--- src/rtl/pbs_rng_pkg.sv ---
// Shared constants, sampler state encoding and the rejection-limit helper
// for the pseudo-random sampling blocks.
package pbs_rng_pkg;

    localparam int unsigned LFSR_W = 13;

    typedef enum logic [1:0] {
        IDLE,
        WAIT,
        REDUCE,
        DONE
    } sampler_state_t;

    // Largest multiple of range that fits in an in_w-bit word.
    function automatic int unsigned calc_limit(input int unsigned range,
                                               input int unsigned in_w);
        return ((32'd1 << in_w) / range) * range;
    endfunction

endpackage

--- src/rtl/rnd_mod_reducer.sv ---
// Fixed-latency restoring remainder: i_sample mod RANGE over IN_W cycles,
// MSB first. The first step happens on the start cycle itself.
module rnd_mod_reducer #(
    parameter int unsigned IN_W  = 13,
    parameter int unsigned OUT_W = 8,
    parameter int unsigned RANGE = 100
) (
    input  logic             i_clk,
    input  logic             i_rst_n,
    input  logic             i_start,
    input  logic [IN_W-1:0]  i_sample,
    output logic             o_busy,
    output logic             o_done,
    output logic [OUT_W-1:0] o_remainder
);

    localparam int unsigned      CNT_W   = $clog2(IN_W + 1);
    localparam logic [OUT_W+1:0] RANGE_C = (OUT_W + 2)'(RANGE);

    logic [IN_W-1:0]  r_shift;
    logic [CNT_W-1:0] r_cnt;
    logic [OUT_W:0]   r_rem;
    logic             r_busy;
    logic             r_done;

    logic [OUT_W:0]   w_rem_src;
    logic             w_bit;
    logic [OUT_W+1:0] w_cat;
    logic [OUT_W:0]   w_sub;
    logic [OUT_W:0]   w_next;

    assign w_rem_src = i_start ? '0 : r_rem;
    assign w_bit     = i_start ? i_sample[IN_W-1] : r_shift[IN_W-1];
    assign w_cat     = {w_rem_src, w_bit};
    // w_cat < 2*RANGE <= 2^(OUT_W+1), so the subtraction fits in OUT_W+1 bits.
    assign w_sub     = w_cat[OUT_W:0] - RANGE_C[OUT_W:0];
    assign w_next    = (w_cat >= RANGE_C) ? w_sub : w_cat[OUT_W:0];

    always_ff @(posedge i_clk or negedge i_rst_n) begin
        if (!i_rst_n) begin
            r_shift <= '0;
            r_cnt   <= '0;
            r_rem   <= '0;
            r_busy  <= 1'b0;
            r_done  <= 1'b0;
        end else begin
            r_done <= 1'b0;
            if (i_start) begin
                r_rem   <= w_next;
                r_shift <= i_sample << 1;
                r_cnt   <= CNT_W'(IN_W - 1);
                if (IN_W == 1) begin
                    r_done <= 1'b1;
                end else begin
                    r_busy <= 1'b1;
                end
            end else if (r_busy) begin
                r_rem   <= w_next;
                r_shift <= r_shift << 1;
                r_cnt   <= r_cnt - 1'b1;
                if (r_cnt == CNT_W'(1)) begin
                    r_busy <= 1'b0;
                    r_done <= 1'b1;
                end
            end
        end
    end

    assign o_busy      = r_busy;
    assign o_done      = r_done;
    assign o_remainder = r_rem[OUT_W-1:0];

endmodule

--- src/rtl/rnd_range_sampler.sv ---
// Unbiased [0, RANGE-1] sampler over LFSR words via rejection + remainder.
// Optional reject_count output when RND_SAMPLER_STATS_EN is defined.
module rnd_range_sampler
    import pbs_rng_pkg::*;
#(
    parameter int unsigned IN_W      = LFSR_W,
    parameter int unsigned OUT_W     = 8,
    parameter int unsigned RANGE     = 100,
    parameter int unsigned MAX_TRIES = 8
) (
    input  logic             clock,
    input  logic             reset,
    input  logic [IN_W-1:0]  rnd_in,
    input  logic             rnd_strobe,
    input  logic             req_valid,
    output logic             req_ready,
    output logic             out_valid,
    input  logic             out_ready,
    output logic [OUT_W-1:0] out_value,
    output logic             out_fallback
`ifdef RND_SAMPLER_STATS_EN
    ,
    output logic [15:0]      reject_count
`endif
);

    localparam int unsigned   LIMIT   = calc_limit(RANGE, IN_W);
    localparam logic [IN_W:0] LIMIT_C = (IN_W + 1)'(LIMIT);
    localparam logic [3:0]    MAX_C   = 4'(MAX_TRIES);

    sampler_state_t   r_state;
    logic [3:0]       r_tries;
    logic [IN_W-1:0]  r_sample;
    logic             r_start;
    logic             r_fallback;
    logic             r_req_ready;
    logic             r_out_valid;
    logic [OUT_W-1:0] r_out_value;
    logic             r_out_fallback;
`ifdef RND_SAMPLER_STATS_EN
    logic [15:0]      r_reject_count;
`endif

    logic             w_below;
    logic [3:0]       w_tries_inc;
    logic             w_busy;
    logic             w_done;
    logic [OUT_W-1:0] w_rem;

    assign w_below     = {1'b0, rnd_in} < LIMIT_C;
    assign w_tries_inc = r_tries + 4'd1;

    rnd_mod_reducer #(
        .IN_W (IN_W),
        .OUT_W(OUT_W),
        .RANGE(RANGE)
    ) u_reducer (
        .i_clk      (clock),
        .i_rst_n    (reset),
        .i_start    (r_start),
        .i_sample   (r_sample),
        .o_busy     (w_busy),
        .o_done     (w_done),
        .o_remainder(w_rem)
    );

    always_ff @(posedge clock or negedge reset) begin
        if (!reset) begin
            r_state        <= IDLE;
            r_tries        <= '0;
            r_sample       <= '0;
            r_start        <= 1'b0;
            r_fallback     <= 1'b0;
            r_req_ready    <= 1'b0;
            r_out_valid    <= 1'b0;
            r_out_value    <= '0;
            r_out_fallback <= 1'b0;
`ifdef RND_SAMPLER_STATS_EN
            r_reject_count <= '0;
`endif
        end else begin
            r_start <= 1'b0;
            case (r_state)
                IDLE: begin
                    if (req_valid && r_req_ready) begin
                        r_req_ready <= 1'b0;
                        r_tries     <= '0;
                        r_state     <= WAIT;
                    end else begin
                        r_req_ready <= 1'b1;
                    end
                end
                WAIT: begin
                    if (rnd_strobe) begin
                        r_sample <= rnd_in;
                        r_tries  <= w_tries_inc;
`ifdef RND_SAMPLER_STATS_EN
                        if (!w_below && r_reject_count != 16'hFFFF) begin
                            r_reject_count <= r_reject_count + 16'd1;
                        end
`endif
                        if (w_below) begin
                            r_fallback <= 1'b0;
                            r_start    <= 1'b1;
                            r_state    <= REDUCE;
                        end else if (w_tries_inc == MAX_C) begin
                            r_fallback <= 1'b1;
                            r_start    <= 1'b1;
                            r_state    <= REDUCE;
                        end
                    end
                end
                REDUCE: begin
                    if (w_done && !w_busy) begin
                        r_out_valid    <= 1'b1;
                        r_out_value    <= w_rem;
                        r_out_fallback <= r_fallback;
                        r_state        <= DONE;
                    end
                end
                DONE: begin
                    // req_ready stays low here; IDLE raises it one cycle later.
                    if (out_ready) begin
                        r_out_valid <= 1'b0;
                        r_state     <= IDLE;
                    end
                end
                default: r_state <= IDLE;
            endcase
        end
    end

    assign req_ready    = r_req_ready;
    assign out_valid    = r_out_valid;
    assign out_value    = r_out_value;
    assign out_fallback = r_out_fallback;
`ifdef RND_SAMPLER_STATS_EN
    assign reject_count = r_reject_count;
`endif

endmodule

--- config.mk ---
export PLATFORM = sky130hd
export DESIGN_NAME = rnd_range_sampler
export DESIGN_NICKNAME = d
export VERILOG_FILES = /design/src/rtl/pbs_rng_pkg.sv /design/src/rtl/rnd_mod_reducer.sv /design/src/rtl/rnd_range_sampler.sv
export SDC_FILE = /design/constraint.sdc
export NUM_CORES = 1
export LEC_CHECK = 0
export CAP_MARGIN = 20
export CELL_PAD_IN_SITES_DETAIL_PLACEMENT = 2
export CELL_PAD_IN_SITES_GLOBAL_PLACEMENT = 2
export CORE_UTILIZATION = 37
export DETAILED_ROUTE_END_ITERATION = 16
export PLACE_DENSITY_LB_ADDON = 0.1
export SYNTH_ARGS = -nofsm -noshare
export SYNTH_HDL_FRONTEND = slang
export SYNTH_SLANG_ARGS = --single-unit
--- constraint.sdc ---
create_clock -name clock -period 2.9 [get_ports clock]
set_input_delay 0.58 -clock clock [delete_from_list [all_inputs] [get_ports clock]]
set_output_delay 0.58 -clock clock [all_outputs]
set_load 0.01 [all_outputs]
==> flow_summary_export.csv <==
group,metric,value,unit
critical_path,timing.rr.start,"r_start",
yosys,synth_top_area_cell,"dfrtp_1",
cts,root_buffer,"clkbuf_8",
cts,cts_tree,"built",
timing,worstMarginPinSlew,0.628,ns
yosys,ys_seq_area_share,51.5,%
worst_hold_path,hp-class,"input port to async pin",
critical_path,end_kind,"flip-flop",
yosys,syn_area,2870,um^2
timing,rsz0062_at_grt,"no",
yosys,synth_nets,289,
final_layout,nNetsFinal,322,
final_layout,drive_gt1_share,15.7,%
cts,cts.sinks,59,
placed_design,pre_cts_ws,0.440,ns
yosys,synthFlopType,"dfrtp_1",
cts,numCtsBuffers,9,
cts,clkTransAtPathRegs,0.07,ns
timing,setup_viol,0,
timing,setup_slack,0.793,ns
detailed_routing,drt_wl_total,6490,um
floorplanning,die_w,90.0,um
floorplanning,rows,31,
detailed_routing,vias,2079,
timing,fmax,0.475,GHz
detailed_routing,drcViolationCount,0,
floorplanning,ios,29,
yosys,avgSynthCellArea,11.0,um^2
placed_design,finalWeightedCongestion,0.737,
cts,cts_resized,0,
global_route,antenna_found_initial,0,
critical_path,worstSetupPathType,"flip-flop to flip-flop",
floorplanning,start_util,38.9,%
critical_path,crit_chain,"buf_4 -> nor3_1 -> o311ai_1 -> nand3_1 -> a311oi_1",
placed_design,dpl_cell_area,3260,um^2
pwr,p_per_area,1020,nW/um^2
critical_path,crit_cells,5,
pwr,peakVddDrop,0.300,mV
final_layout,antennaDiodeCount,0,
cts,cts_hold_buf,0,
detailed_routing,wire_per_inst,16.3,um
critical_path,path_delay_family,"compound AO/OA/AOI/OAI gates",
timing,fin_crit_sh,72.7,%
timing,finClkSkew,0.00645,ns
critical_path,path_max_fanout,47,
cts,cts_max_level,3,
timing,finalHoldViolations,0,
global_route,grt_pass1_vias,2290,
yosys,ys_ff_latch,59,
yosys,synth_edf_count,0,
critical_path,crit_arrival,2.34,ns
cts,cts_setup_buffers,0,
cts,clk_latency,0.33,ns
critical_path,r2r_slack,0.79,ns
critical_path,cp.required,3.13,ns
final_layout,syn_to_final_growth,19.2,%
yosys,synth_cells,261,
global_route,grt_max_degree,48,
critical_path,cp-endpoint,"u_reducer.r_rem[3]",
final_layout,postLayoutCellArea,3420,um^2
floorplanning,fp.dieH,90.0,um
critical_path,crit_path_start_kind,"flip-flop",
critical_path,slowest_delay,0.52,ns
placed_design,dp_hpwl,4640,um
floorplanning,die_area,8100,um^2
yosys,synthDistinctLibCells,51,
floorplanning,core,7370,um^2
cts,cts_max_path_buffers,2,
global_route,grt_pass1_wl,11300,um
final_layout,fillers,783,
detailed_routing,via_per_inst,5.22,
placed_design,port_buffers,28,
timing,fin_setup_tns,0,ns
yosys,synthArstFlopShare,100,%
detailed_routing,first_pass_iters,4,
global_route,gr-total-overflow,0,
timing,drv_slew,0,
timing,min_period,2.11,ns
critical_path,r2r_cells,5,
critical_path,r2r_end,"u_reducer.r_rem[3]",
timing,worst_slew_margin_rel,58.1,%
status,status,"completed",
flow_run,maxCapViolCount,0,
pwr,power.leakage,0.00157,uW
critical_path,critPathSlowestCell,"o311ai_1",
yosys,yosysWarnings,0,
critical_path,startpoint,"r_start",
critical_path,path_buf_inv,1,
global_route,grt_usage,17.6,%
detailed_routing,ant_nets,0,
yosys,netlist.area_leader.share,51.5,%
yosys,synth.area.top_cells,"dfrtp_1 52%, mux2_2 7.9%, mux2i_1 4.5%",
detailed_routing,drt-initial-drc-count,30,
[flip-flops by register name, summed over array words and instances (netlist names)]
signal	flops
req_ready	1
r_state	2
u_reducer.r_cnt	4
r_tries	4
out_value	8
r_sample	13
u_reducer.r_rem	9
u_reducer.o_busy	1
r_fallback	1
u_reducer.r_shift	12
u_reducer.o_done	1
out_fallback	1
r_start	1
out_valid	1
[worst register-to-register path, stage by stage, from the launching register on]
cell	delay (ns)
dfrtp_1	0.49
buf_4	0.45
nor3_1	0.14
o311ai_1	0.52
nand3_1	0.14
a311oi_1	0.28
[cells in the mapped netlist (all sizes together) (4+ instances only)]
cell and instances:
nand2b 7, nor3 6, nand3 4, inv 12, nand2 27, mux2 21, ha 10, a21oi 5
mux2i 13, nor2 14, nor2b 5, dfrtp 59, clkbuf 6, buf 5, o21ai 22
[power by group]
part	switching, uW	total (uW)	internal (uW)
clock network	321	627	306
logic	736	1430	694
registers	276	1430	1150
total	1330	3480	2150
[cell type report]
class                           count  area (um^2)  area share (%)
Clock buffer                       11          131            3.84
Clock inverter                      5         30.0           0.878
Inverter                           12         45.0            1.32
Multi-Input combinational cell    179         1300            38.0
Sequential cell                    59         1480            43.2
Tap cell                           99          124            3.62
Timing Repair Buffer               33          313            9.15
[placed cells by master, fill, tap and decap left out, types with 3 or more instances in the layout]
cell / Yosys / routed
clkdlybuf4s50_1: 0 / 27
a21oi_1: 5 / 5
o21ai_0: 21 / 21
nand2b_1: 6 / 6
dfrtp_1: 59 / 59
xnor2_1: 3 / 3
inv_1: 12 / 12
clkinv_2: 0 / 3
nor3_1: 6 / 6
buf_4: 0 / 5
nand3_1: 4 / 4
nor2b_1: 5 / 5
mux2_2: 20 / 20
nand2_1: 27 / 27
o211ai_1: 3 / 3
a21o_1: 3 / 3
ha_1: 10 / 10
clkbuf_8: 0 / 9
nor2_1: 14 / 14
mux2i_1: 13 / 13
[cells by family after synthesis]
group	after synthesis	synth area share (%)
fa+ha+maj	10	4.36
xor+xnor	3	0.917
simple gates	75	13.3
mux	34	12.8
compound gates	57	13.9
flops	59	51.5
buf+inv	23	3.19
[routing by layer]
layer	global-route usage [%]	vias to the layer above	routed length [um]
met5	0	-	0
met4	7.66	0	111
met3	2.54	8	131
met2	29.6	27	3210
met1	22.5	1053	3040
li1	-	991	-
[through the flow]
step / total power [uW] / instances / utilization [%] / hold WS [ns]
detailed placement: 2900 / 382 / 44.2 / 0.477
CTS: 3550 / 398 / 46.4 / 0.279
finish: 3480 / 398 / 46.4 / 0.266
global placement: 2820 / 382 / 44.2 / 0.464
floorplan: 2440 / 261 / - / 0.284
global route: 3760 / 398 / 46.4 / 0.318
[how the worst min path moves through the flow]
stage / end / cells after the start
3_3_place_gp: out_value[3] / 2
4_1_cts: u_reducer.r_rem[4] / 1
3_5_place_dp: u_reducer.r_shift[6] / 2
6_report: u_reducer.r_rem[4] / 1
5_1_grt: u_reducer.r_rem[4] / 1
2_1_floorplan: out_fallback / 0
(Power assumes the default switching activity.)
